### config.mk
export PLATFORM = sky130hd
export DESIGN_NAME = serial_adder
export DESIGN_NICKNAME = d
export VERILOG_FILES = /design/src/rtl/serial_adder_pkg.sv /design/src/rtl/full_adder.sv /design/src/rtl/serial_adder.sv
export SDC_FILE = /design/constraint.sdc
export NUM_CORES = 1
export LEC_CHECK = 0
export ABC_AREA = 1
export CAP_MARGIN = 30
export CORE_MARGIN = 2
export CORE_UTILIZATION = 40
export CTS_CLUSTER_DIAMETER = 50
export DETAILED_ROUTE_END_ITERATION = 10
export PLACE_DENSITY_LB_ADDON = 0.1
export SYNTH_ARGS = -nofsm -noshare
export SYNTH_HDL_FRONTEND = slang
export SYNTH_HIERARCHICAL = 1
export SYNTH_SLANG_ARGS = --single-unit
### constraint.sdc
create_clock -name clk -period 1.25 [get_ports clk]
set_input_delay 0.125 -clock clk [delete_from_list [all_inputs] [get_ports clk]]
set_output_delay 0.125 -clock clk [all_outputs]
set_load 0.02 [all_outputs]
### src/rtl/serial_adder_pkg.sv
// ============================================================================
// serial_adder_pkg : shared types and helpers for the digit-serial adder
// Revision: 1.0
// ============================================================================
`default_nettype none

package serial_adder_pkg;

  typedef enum logic [1:0] {
    IDLE = 2'd0,
    RUN  = 2'd1,
    DONE = 2'd2
  } sa_state_t;

  // A single-digit configuration still needs a one-bit counter.
  function automatic int cnt_width(input int n);
    return (n > 1) ? $clog2(n) : 1;
  endfunction

endpackage

`default_nettype wire

### src/rtl/full_adder.sv
// ============================================================================
// full_adder : one-bit combinational full adder cell
// Revision: 1.0
// ============================================================================
`default_nettype none

module full_adder (
  input  logic a,
  input  logic b,
  input  logic cin,
  output logic sum,
  output logic cout
);

  assign sum  = a ^ b ^ cin;
  assign cout = (a & b) | (cin & (a ^ b));

endmodule

`default_nettype wire

### src/rtl/serial_adder.sv
// ============================================================================
// serial_adder : multi-cycle a+b+cin, DIGIT bits per clock via a ripple chain
// Revision: 1.0
// ============================================================================
`default_nettype none

module serial_adder
  import serial_adder_pkg::*;
#(
  parameter int WIDTH = 8,
  parameter int DIGIT = 1
) (
  input  logic             clk,
  input  logic             reset,
  input  logic             start,
  input  logic [WIDTH-1:0] a,
  input  logic [WIDTH-1:0] b,
  input  logic             cin,
  output logic             busy,
  output logic             done,
  output logic [WIDTH-1:0] sum,
  output logic             cout,
  output logic             overflow
);

  localparam int c_NUM_DIGITS = WIDTH / DIGIT;
  localparam int c_CNT_W      = cnt_width(c_NUM_DIGITS);
  localparam logic [c_CNT_W-1:0] c_LAST_DIGIT = c_CNT_W'(c_NUM_DIGITS - 1);

  if (WIDTH % DIGIT != 0) begin : g_bad_digit
    $error("serial_adder: DIGIT (%0d) must divide WIDTH (%0d)", DIGIT, WIDTH);
  end
  if (WIDTH < 2 || DIGIT < 1 || DIGIT > WIDTH) begin : g_bad_range
    $error("serial_adder: illegal WIDTH=%0d / DIGIT=%0d", WIDTH, DIGIT);
  end

  sa_state_t          state_q, state_d;
  logic [c_CNT_W-1:0] cnt_q, cnt_d;
  logic [WIDTH-1:0]   a_q, a_d;
  logic [WIDTH-1:0]   b_q, b_d;
  logic [WIDTH-1:0]   sum_q, sum_d;
  logic               carry_q, carry_d;
  logic               cout_q, cout_d;
  logic               ovf_q, ovf_d;

  logic [DIGIT:0]     chain_c;
  logic [DIGIT-1:0]   digit_s;

  assign chain_c[0] = carry_q;

  for (genvar i = 0; i < DIGIT; i++) begin : g_fa
    full_adder u_fa (
      .a    (a_q[i]),
      .b    (b_q[i]),
      .cin  (chain_c[i]),
      .sum  (digit_s[i]),
      .cout (chain_c[i+1])
    );
  end

  always_comb begin
    state_d = state_q;
    cnt_d   = cnt_q;
    a_d     = a_q;
    b_d     = b_q;
    sum_d   = sum_q;
    carry_d = carry_q;
    cout_d  = cout_q;
    ovf_d   = ovf_q;
    case (state_q)
      IDLE, DONE: begin
        if (start) begin
          a_d     = a;
          b_d     = b;
          carry_d = cin;
          cnt_d   = '0;
          state_d = RUN;
        end else begin
          state_d = IDLE;
        end
      end
      RUN: begin
        a_d     = a_q >> DIGIT;
        b_d     = b_q >> DIGIT;
        // Result digits enter at the top so the LSB digit lands at bit 0 last.
        sum_d   = (sum_q >> DIGIT) | (WIDTH'(digit_s) << (WIDTH - DIGIT));
        carry_d = chain_c[DIGIT];
        cnt_d   = cnt_q + c_CNT_W'(1);
        if (cnt_q == c_LAST_DIGIT) begin
          state_d = DONE;
          cout_d  = chain_c[DIGIT];
          ovf_d   = chain_c[DIGIT] ^ chain_c[DIGIT-1];
        end
      end
      default: state_d = IDLE;
    endcase
  end

  always_ff @(posedge clk) begin
    if (reset) begin
      state_q <= IDLE;
      cnt_q   <= '0;
      a_q     <= '0;
      b_q     <= '0;
      sum_q   <= '0;
      carry_q <= 1'b0;
      cout_q  <= 1'b0;
      ovf_q   <= 1'b0;
    end else begin
      state_q <= state_d;
      cnt_q   <= cnt_d;
      a_q     <= a_d;
      b_q     <= b_d;
      sum_q   <= sum_d;
      carry_q <= carry_d;
      cout_q  <= cout_d;
      ovf_q   <= ovf_d;
    end
  end

  assign busy     = (state_q == RUN);
  assign done     = (state_q == DONE);
  assign sum      = sum_q;
  assign cout     = cout_q;
  assign overflow = ovf_q;

endmodule

`default_nettype wire

==> flow_results.xml, run 1 <==
<?xml version="1.0" encoding="UTF-8"?>
<metrics>
  <group name="worst_setup_path">
    <metric name="crit-reg2reg-capture" unit="">sum[7]</metric>
    <metric name="crit_slowest_cell" unit="">sky130_fd_sc_hd__dfxtp_2</metric>
    <metric name="end_kind" unit="">output port</metric>
    <metric name="max_stage_delay" unit="ns">0.38</metric>
    <metric name="setup_slack_of_the_worst_register_to_register_path" unit="ns">0.10</metric>
    <metric name="crit_type" unit="">register to output port</metric>
    <metric name="max_fanout_on_critical_path" unit="">4</metric>
    <metric name="critical_path.startpoint_type" unit="">register</metric>
    <metric name="timing.rr.start" unit="">a_q[0]</metric>
    <metric name="cp.required" unit="ns">1.12</metric>
    <metric name="worst_ep_arrival_time" unit="ns">1.07</metric>
    <metric name="worst_r2r_path_depth" unit="">3</metric>
    <metric name="crit_chain" unit="">inv_4 -&gt; nor2_4 -&gt; clkdlybuf4s15_2</metric>
  </group>
  <group name="run">
    <metric name="timing.max_cap.violations" unit="">0</metric>
  </group>
  <group name="grt">
    <metric name="grt_pass1_wl" unit="microns">5920</metric>
    <metric name="grt_antenna_before_repair" unit="">0</metric>
    <metric name="gr-total-overflow" unit="">0</metric>
    <metric name="grt_max_degree" unit="">27</metric>
    <metric name="vias_in_the_first_global_route" unit="">1340</metric>
    <metric name="gr-usage-all-layers" unit="%">17.9</metric>
  </group>
  <group name="synth">
    <metric name="synth.yosys.seq_area_share" unit="%">40.7</metric>
    <metric name="yosysWarningCount" unit="">6</metric>
    <metric name="yosys.area.top_type" unit="">sky130_fd_sc_hd__dfxtp_1</metric>
    <metric name="avgSynthCellArea" unit="sq um">6.90</metric>
    <metric name="synth_nets" unit="">251</metric>
    <metric name="synthTopCellsByArea" unit="">sky130_fd_sc_hd__dfxtp_1 41%, sky130_fd_sc_hd__nand3_1 10%, sky130_fd_sc_hd__nand2_1 9.3%, sky130_fd_sc_hd__nor2_1 8.4%, sky130_fd_sc_hd__inv_1 7.6%</metric>
    <metric name="synth-seq-cells" unit="">32</metric>
    <metric name="postSynthCellCount" unit="">228</metric>
    <metric name="synth.cell_area" unit="sq um">1570</metric>
    <metric name="post_synth_num_cell_types" unit="">21</metric>
    <metric name="synth.top_cell.area_share" unit="%">40.7</metric>
  </group>
  <group name="routing">
    <metric name="number_of_search_and_repair_iterations_in_the_first_detailed_routing_pass" unit="">4</metric>
    <metric name="routed_wire_length_per_instance" unit="microns">10.6</metric>
    <metric name="postRouteWirelength" unit="microns">3340</metric>
    <metric name="detail_route_antenna_nets" unit="">0</metric>
    <metric name="total_number_of_vias" unit="">1458</metric>
    <metric name="initialDrtViolationCount" unit="">114</metric>
    <metric name="vias_per_std_cell" unit="">4.63</metric>
    <metric name="drc_errors" unit="">0</metric>
  </group>
  <group name="pwr">
    <metric name="seq_power_share" unit="%">42.8</metric>
    <metric name="report.power.total" unit="mW">2.69</metric>
    <metric name="p_int" unit="mW">1.96</metric>
    <metric name="ir_drop_worst_case_vdd" unit="V">0.000680</metric>
    <metric name="power.share.switching" unit="%">27.1</metric>
    <metric name="power_switching" unit="uW">731</metric>
    <metric name="total_leakage_power" unit="nW">1.04</metric>
    <metric name="power_density_over_cell_area" unit="nW/um^2">1290</metric>
    <metric name="combPwrFrac" unit="%">20.7</metric>
    <metric name="p_clk_share" unit="%">36.6</metric>
  </group>
  <group name="cts">
    <metric name="clk_transition_reported_paths" unit="ns">0.07</metric>
    <metric name="clock_tree_from_tritoncts" unit="">yes</metric>
    <metric name="cts.path.max_buffers" unit="">2</metric>
    <metric name="cts_inserted_buffers" unit="">5</metric>
    <metric name="holdBufCountCts" unit="">0</metric>
    <metric name="cts.sink_count" unit="">32</metric>
    <metric name="cts-root-buf" unit="">sky130_fd_sc_hd__clkbuf_8</metric>
    <metric name="cts_setup_buffers" unit="">0</metric>
    <metric name="cts_h_tree_depth" unit="">2</metric>
    <metric name="clock_latency" unit="ns">0.29</metric>
  </group>
  <group name="die">
    <metric name="floorplan.core_area" unit="sq um">3720</metric>
    <metric name="floorplan.initialDensity" unit="%">42.3</metric>
    <metric name="die_footprint" unit="sq um">4450</metric>
    <metric name="row_count" unit="">22</metric>
    <metric name="num_io_pins" unit="">32</metric>
    <metric name="die_w" unit="microns">66.7</metric>
    <metric name="fp.dieH" unit="microns">66.7</metric>
  </group>
  <group name="timing">
    <metric name="max_slew.worst_pin.slew" unit="ns">0.213</metric>
    <metric name="rsz0062_at_grt" unit="">false</metric>
    <metric name="clock-skew-final" unit="ns">0.00603</metric>
    <metric name="worst_hold_slack" unit="ns">0.385</metric>
    <metric name="finalMaxSlewViolations" unit="">0</metric>
    <metric name="layout_min_cycle_time" unit="ns">1.20</metric>
    <metric name="worst_slack" unit="ns">0.0537</metric>
    <metric name="fmax" unit="MHz">836</metric>
    <metric name="worst_slew_margin_rel" unit="%">85.9</metric>
    <metric name="min_period_over_period" unit="%">95.7</metric>
    <metric name="setup_violators_final" unit="">0</metric>
    <metric name="setup_total_negative_slack" unit="ns">0</metric>
    <metric name="finalHoldViolations" unit="">0</metric>
  </group>
  <group name="place">
    <metric name="placed_area" unit="sq um">1980</metric>
    <metric name="dp_hpwl" unit="microns">2230</metric>
    <metric name="io_buffers" unit="">31</metric>
    <metric name="cell_count_post_placement" unit="">307</metric>
    <metric name="gp_congestion" unit="">0.716</metric>
    <metric name="preCtsSetupSlack" unit="ns">-0.0604</metric>
  </group>
  <group name="worst_hold_path">
    <metric name="hold-path-cell-count" unit="">3</metric>
    <metric name="holdCritStartpoint" unit="">a[7]</metric>
    <metric name="min_delay_worst_endpoint" unit="">a_q[7]</metric>
    <metric name="min-delay-path-class" unit="">primary input to register</metric>
  </group>
  <group name="cells_and_area">
    <metric name="layout-drive-gt1-share" unit="%">12.4</metric>
    <metric name="syn_to_final_growth" unit="%">33.1</metric>
    <metric name="layoutNonFillerInstCount" unit="">315</metric>
    <metric name="finish.net_count" unit="">289</metric>
    <metric name="fill_cells" unit="">396</metric>
    <metric name="layout.core_utilization" unit="%">56.3</metric>
    <metric name="num_antenna_cells" unit="">0</metric>
    <metric name="stdcell_area" unit="sq um">2090</metric>
  </group>
  <group name="run_status">
    <metric name="run_status" unit="">finished, final reports clean</metric>
  </group>
</metrics>
## sequential cells by signal (all words and copies together), names as in the netlist
name / count
carry_q: 1
b_q: 8
sum: 8
a_q: 8
cout: 1
state_q: 2
overflow: 1
cnt_q: 3
## cells in the final DEF (no fill, tap or decap), drive strengths merged
master,Yosys,routed
buf,12,14
clkdlybuf4s15,0,1
fa,1,1
a21oi,7,7
nand3,32,32
nor2,36,36
nand3b,3,3
o21ai,9,9
dlygate4sd2,0,10
clkdlybuf4s50,0,19
clkbuf,1,6
ha,2,2
bufinv,0,1
nand2,42,42
dfxtp,32,32
nor3,15,15
xor2,1,1
inv,35,35
clkinv,0,1
## worst max-delay path by stage
stage | from | to | slack, ns | depth (start not counted)
6_report | state_q[0] | busy | 0.05 | 3
5_1_grt | a_q[0] | sum[7] | 0.004 | 3
4_1_cts | a_q[0] | overflow | 0.009 | 4
3_5_place_dp | state_q[1] | done | -0.06 | 3
3_3_place_gp | state_q[1] | done | -0.05 | 3
2_1_floorplan | a_q[0] | carry_q | 0.09 | 7
## layout make-up
cell class	count	area [sq um]	share of cell area [%]
multi-input combinational	148	707	33.8
sequential	32	644	30.8
timing repair buffer	44	440	21.0
inverter	35	134	6.40
clock buffer	6	72.6	3.47
tap	48	60.1	2.87
clock inverter	2	35.0	1.67
## power by group through the flow
stage | clock network, mW | registers, mW | logic [mW]
after floorplan | 0 | 1.19 | 0.340
after global placement | 0 | 1.17 | 0.569
after detailed placement | 0 | 1.17 | 0.572
after CTS | 1.01 | 1.15 | 0.561
after global routing | 1.05 | 1.16 | 0.636
final | 0.985 | 1.15 | 0.556
## critical path, delay by kind of cell, from the launching register on
kind / cells / cell delay [ns]
buffers and inverters: 2 / 0.31
flip-flops: 1 / 0.38
AND/OR/NAND/NOR: 1 / 0.09
## metal layers
layer	track usage [%]	up-vias	part of all wire, %
met1	22.0	639	49
li1	-	783	-
met2	27.8	28	43
met5	0	-	0
met4	10.7	0	2.8
met3	4.56	8	4.9
## cells in the mapped netlist
cell	instances
sky130_fd_sc_hd__clkbuf_1	1
sky130_fd_sc_hd__nor2_1	35
sky130_fd_sc_hd__nand2_4	1
sky130_fd_sc_hd__fa_1	1
sky130_fd_sc_hd__inv_2	2
sky130_fd_sc_hd__ha_1	2
sky130_fd_sc_hd__dfxtp_1	32
sky130_fd_sc_hd__nand2_2	2
sky130_fd_sc_hd__inv_1	32
sky130_fd_sc_hd__nand3b_1	3
sky130_fd_sc_hd__nand3_1	32
sky130_fd_sc_hd__nor3_1	15
sky130_fd_sc_hd__nor2_4	1
sky130_fd_sc_hd__o21ai_0	9
sky130_fd_sc_hd__a21oi_1	7
sky130_fd_sc_hd__xor2_1	1
sky130_fd_sc_hd__nand2_1	39
sky130_fd_sc_hd__inv_4	1
sky130_fd_sc_hd__buf_2	6
sky130_fd_sc_hd__buf_6	4
sky130_fd_sc_hd__buf_4	2
## what timing repair did
action	4_1_cts	5_1_grt
gates resized for setup	19	5
endpoints found under the hold margin	0	0
pin swaps	0	1
endpoints found under the setup margin	13	21
## cell families (layout without fill, tap and decap cells)
logic type / count (synthesis) / after routing / synth area share, %
AOI/OAI and AO/OA: 16 / 16 / 5.09
xor gates and xnor gates: 1 / 1 / 0.557
adders and majority gates: 3 / 3 / 2.86
buffers and inverters: 48 / 87 / 14.5
DFF: 32 / 32 / 40.7
and+or+nand+nor: 128 / 128 / 36.3
Power figures use the tool's default switching activity.
==> run 2: changes to the inputs <==
Settings changed: ABC_AREA 1 to unset, DONT_BUFFER_PORTS set to 1.
==> run 2 against run 1 <==
  * Final cell count shrank 27%
  * Largest cell class is now registers
  * Highest routed layer unchanged
  * Critical path type unchanged
  * Register-to-register slack is essentially flat
  * Core utilization shrank 5.8 points
  * Critical endpoint is now done
  * Clock-buffer cell count grew 1
  * Total power shrank 23%
  * Via count shrank 21%
  * Flip-flop and latch count is the same
  * Hold slack lost 0.35 ns
  * Synthesized cell count shrank 29%
  * Clock skew shrank 0.0031 ns
  * Critical path depth shrank 2
  * Wire length shrank 16%
==> flow_results.xml, run 2 <==
<?xml version="1.0" encoding="UTF-8"?>
<metrics>
  <group name="synth">
    <metric name="synth.top_cell.area_share" unit="%">47.6</metric>
    <metric name="synth-xor-area-share" unit="%">0.651</metric>
    <metric name="number_of_synthesized_flops_with_an_enable_pin" unit="">0</metric>
    <metric name="postSynthCellCount" unit="">163</metric>
    <metric name="yosysWarningCount" unit="">6</metric>
    <metric name="synth-async-reset-ratio" unit="%">0</metric>
    <metric name="synth-seq-cells" unit="">32</metric>
    <metric name="avgSynthCellArea" unit="sq um">8.26</metric>
    <metric name="yosys.area.top_type" unit="">sky130_fd_sc_hd__dfxtp_1</metric>
    <metric name="synth.yosys.seq_area_share" unit="%">47.6</metric>
    <metric name="combinational_family_with_the_most_area_after_synthesis" unit="">simple AND/OR/NAND/NOR gates</metric>
    <metric name="synth_most_common_cell" unit="">sky130_fd_sc_hd__nand2_1</metric>
    <metric name="yosys.area_share.simple" unit="%">25.1</metric>
    <metric name="synth_nets" unit="">186</metric>
    <metric name="synth.cell_area" unit="sq um">1350</metric>
    <metric name="synthTopCellsByArea" unit="">sky130_fd_sc_hd__dfxtp_1 48%, sky130_fd_sc_hd__nand2_1 14%, sky130_fd_sc_hd__a311oi_1 9.8%, sky130_fd_sc_hd__a21oi_1 5.6%, sky130_fd_sc_hd__nor2_1 4.7%</metric>
    <metric name="dominant_register_cell_in_the_synthesized_netlist" unit="">sky130_fd_sc_hd__dfxtp_1</metric>
    <metric name="post_synth_num_cell_types" unit="">20</metric>
    <metric name="ys_top_cells_by_count" unit="">52 x sky130_fd_sc_hd__nand2_1, 32 x sky130_fd_sc_hd__dfxtp_1, 17 x sky130_fd_sc_hd__nor2_1</metric>
    <metric name="post_synth_mux_area_share" unit="%">0</metric>
    <metric name="compound_cell_area_share_of_the_yosys_netlist" unit="%">15.9</metric>
    <metric name="synth-adder-area-share" unit="%">3.35</metric>
  </group>
  <group name="worst_setup_path">
    <metric name="max_fanout_on_critical_path" unit="">6</metric>
    <metric name="worst_r2r_path_depth" unit="">4</metric>
    <metric name="cp.required" unit="ns">1.12</metric>
    <metric name="crit_chain" unit="">nor2b_1</metric>
    <metric name="crit_type" unit="">register to output port</metric>
    <metric name="worst-path-buf-inv" unit="">0</metric>
    <metric name="worst_ep_arrival_time" unit="ns">1.05</metric>
    <metric name="setup_slack_of_the_worst_register_to_register_path" unit="ns">0.10</metric>
    <metric name="crit_slowest_cell" unit="">sky130_fd_sc_hd__dfxtp_2</metric>
    <metric name="timing.critical_path.depth" unit="">1</metric>
    <metric name="timing.rr.start" unit="">carry_q</metric>
    <metric name="crit-reg2reg-capture" unit="">overflow</metric>
    <metric name="critical_path.startpoint_type" unit="">register</metric>
    <metric name="max_stage_delay" unit="ns">0.37</metric>
    <metric name="end_kind" unit="">output port</metric>
    <metric name="path_delay_family" unit="">flip-flops</metric>
  </group>
  <group name="grt">
    <metric name="grt_antenna_before_repair" unit="">0</metric>
    <metric name="grt_max_degree" unit="">34</metric>
    <metric name="grt_pass1_wl" unit="microns">4520</metric>
    <metric name="vias_in_the_first_global_route" unit="">1086</metric>
    <metric name="gr-total-overflow" unit="">0</metric>
    <metric name="gr-usage-all-layers" unit="%">16.8</metric>
  </group>
  <group name="worst_hold_path">
    <metric name="min-delay-path-class" unit="">primary input to register</metric>
    <metric name="min_delay_worst_endpoint" unit="">overflow</metric>
    <metric name="holdCritStartpoint" unit="">reset</metric>
    <metric name="hold-path-cell-count" unit="">2</metric>
  </group>
  <group name="die">
    <metric name="floorplan.core_area" unit="sq um">3280</metric>
    <metric name="fp.dieH" unit="microns">62.0</metric>
    <metric name="row_count" unit="">21</metric>
    <metric name="floorplan.initialDensity" unit="%">41.0</metric>
    <metric name="num_io_pins" unit="">32</metric>
    <metric name="die_w" unit="microns">62.0</metric>
    <metric name="die_footprint" unit="sq um">3850</metric>
  </group>
  <group name="cts">
    <metric name="clock_tree_from_tritoncts" unit="">yes</metric>
    <metric name="cts.sink_count" unit="">32</metric>
    <metric name="cts-root-buf" unit="">sky130_fd_sc_hd__clkbuf_4</metric>
    <metric name="clk_transition_reported_paths" unit="ns">0.09</metric>
    <metric name="cts.path.max_buffers" unit="">2</metric>
    <metric name="cts_inserted_buffers" unit="">5</metric>
    <metric name="cts_h_tree_depth" unit="">2</metric>
    <metric name="clock_latency" unit="ns">0.33</metric>
  </group>
  <group name="place">
    <metric name="gp_congestion" unit="">0.653</metric>
    <metric name="dp_hpwl" unit="microns">1790</metric>
    <metric name="io_buffers" unit="">0</metric>
  </group>
  <group name="cells_and_area">
    <metric name="finish.net_count" unit="">206</metric>
    <metric name="num_antenna_cells" unit="">0</metric>
    <metric name="layout-drive-gt1-share" unit="%">13.7</metric>
    <metric name="layout.core_utilization" unit="%">50.6</metric>
    <metric name="most_frequent_cells_in_the_layout" unit="">52 x sky130_fd_sc_hd__nand2_1, 30 x sky130_fd_sc_hd__dfxtp_1, 17 x sky130_fd_sc_hd__nor2_1, 17 x sky130_fd_sc_hd__dlygate4sd3_1, 15 x sky130_fd_sc_hd__a311oi_1</metric>
    <metric name="fill_cells" unit="">338</metric>
    <metric name="layout.cells.most_common" unit="">sky130_fd_sc_hd__nand2_1</metric>
    <metric name="syn_to_final_growth" unit="%">23.3</metric>
  </group>
  <group name="pwr">
    <metric name="power_switching" unit="uW">537</metric>
    <metric name="p_int" unit="mW">1.55</metric>
    <metric name="combPwrFrac" unit="%">14.6</metric>
    <metric name="power.share.switching" unit="%">25.8</metric>
    <metric name="seq_power_share" unit="%">54.1</metric>
    <metric name="report.power.total" unit="mW">2.08</metric>
    <metric name="p_clk_share" unit="%">31.3</metric>
    <metric name="power_density_over_cell_area" unit="nW/um^2">1260</metric>
    <metric name="total_leakage_power" unit="nW">0.625</metric>
    <metric name="ir_drop_worst_case_vdd" unit="V">0.000555</metric>
  </group>
  <group name="routing">
    <metric name="detail_route_antenna_nets" unit="">0</metric>
    <metric name="initialDrtViolationCount" unit="">35</metric>
    <metric name="vias_per_std_cell" unit="">5.03</metric>
    <metric name="routed_wire_length_per_instance" unit="microns">12.3</metric>
    <metric name="number_of_search_and_repair_iterations_in_the_first_detailed_routing_pass" unit="">4</metric>
    <metric name="drc_errors" unit="">0</metric>
    <metric name="postRouteWirelength" unit="microns">2810</metric>
    <metric name="total_number_of_vias" unit="">1152</metric>
  </group>
  <group name="timing">
    <metric name="max_slew.worst_pin.slew" unit="ns">0.402</metric>
    <metric name="finalHoldViolations" unit="">0</metric>
    <metric name="layout_min_cycle_time" unit="ns">1.17</metric>
    <metric name="fmax" unit="MHz">854</metric>
    <metric name="min_period_over_period" unit="%">93.7</metric>
    <metric name="finalMaxSlewViolations" unit="">0</metric>
    <metric name="rsz0062_at_grt" unit="">false</metric>
    <metric name="worst_slew_margin_rel" unit="%">73.1</metric>
    <metric name="clock-skew-final" unit="ns">0.00292</metric>
    <metric name="setup_violators_final" unit="">0</metric>
  </group>
  <group name="run_status">
    <metric name="run_status" unit="">finished, final reports clean</metric>
  </group>
  <group name="run">
    <metric name="timing.max_cap.violations" unit="">0</metric>
  </group>
</metrics>
-- run 2: changes by cell type in the layout (fill, tap and decap cells not counted), moves of 7 or more --
cell,before,now
sky130_fd_sc_hd__nor2_1,35,17
sky130_fd_sc_hd__o21ai_0,9,0
sky130_fd_sc_hd__nor3_1,15,0
sky130_fd_sc_hd__inv_1,32,0
sky130_fd_sc_hd__clkdlybuf4s50_1,19,0
sky130_fd_sc_hd__nand2_1,39,52
sky130_fd_sc_hd__nand3_1,32,7
sky130_fd_sc_hd__a311oi_1,0,15
sky130_fd_sc_hd__dlygate4sd3_1,0,17
sky130_fd_sc_hd__dlygate4sd2_1,10,0
sky130_fd_sc_hd__a21oi_1,7,14
-- run 2: cell type report --
cell class / count / area, sq um / area share (%)
inverters: 1 / 6.26 / 0.377
flip-flops and latches: 32 / 643 / 38.7
repair buffers: 25 / 255 / 15.4
clock buffers: 7 / 65.1 / 3.92
well taps: 46 / 57.6 / 3.47
multi-input cells: 118 / 633 / 38.1
-- run 2: metal layers --
| layer | part of all wire, % | global-route usage [%] |
|---|---|---|
| met5 | 0 | 0 |
| met4 | 1.7 | 6.99 |
| met3 | 6.6 | 8.07 |
| met2 | 50 | 29.2 |
| met1 | 42 | 17.1 |
-- run 2: worst max-delay path by stage --
stage,slack [ns],end,from
4_1_cts,-0.06,busy,state_q[0]
6_report,0.08,done,state_q[0]
2_1_floorplan,0.05,overflow,a_q[0]
3_3_place_gp,0.02,overflow,a_q[0]
3_5_place_dp,-0.02,b_q[3],state_q[0]
5_1_grt,0.005,b_q[0],state_q[0]
-- run 2: timing repair --
item / in CTS / in global routing
setup buffers: 1 / 0
endpoints found under the setup margin: 3 / 20
hold endpoints to repair: 32 / 0
resized for setup: 2 / 6
pin swaps: 0 / 5
hold buffers: 18 / 0
gates cloned: 0 / 1
-- run 2: metrics by stage --
step	cell area (sq um)	TNS [ns]	instances	hold WS, ns	setup slack, ns
6_report	1660	0	229	0.0353	0.0788
5_1_grt	1660	0	229	0.0256	0.00486
4_1_cts	1630	-0.0771	228	0.0346	-0.0609
3_5_place_dp	1370	-0.0275	202	0.200	-0.0182
3_3_place_gp	1370	0	202	0.197	0.0178
2_1_floorplan	1350	0	163	0.197	0.0544
-- run 2: kinds of logic (layout without fill, tap and decap cells) --
| kind of cell | count (synthesis) | count (layout) |
|---|---|---|
| AOI/OAI and AO/OA | 31 | 31 |
| xor gates and xnor gates | 1 | 1 |
| adders and majority gates | 3 | 3 |
| buffers and inverters | 14 | 33 |
| DFF | 32 | 32 |
| and+or+nand+nor | 82 | 83 |
-- run 2: power groups by stage --
stage	sequential (mW)	clock [mW]	combinational (mW)
final	1.13	0.652	0.304
after global routing	1.14	0.732	0.346
after CTS	1.12	0.679	0.301
after detailed placement	1.15	0	0.230
after global placement	1.15	0	0.223
after floorplan	1.14	0	0.211
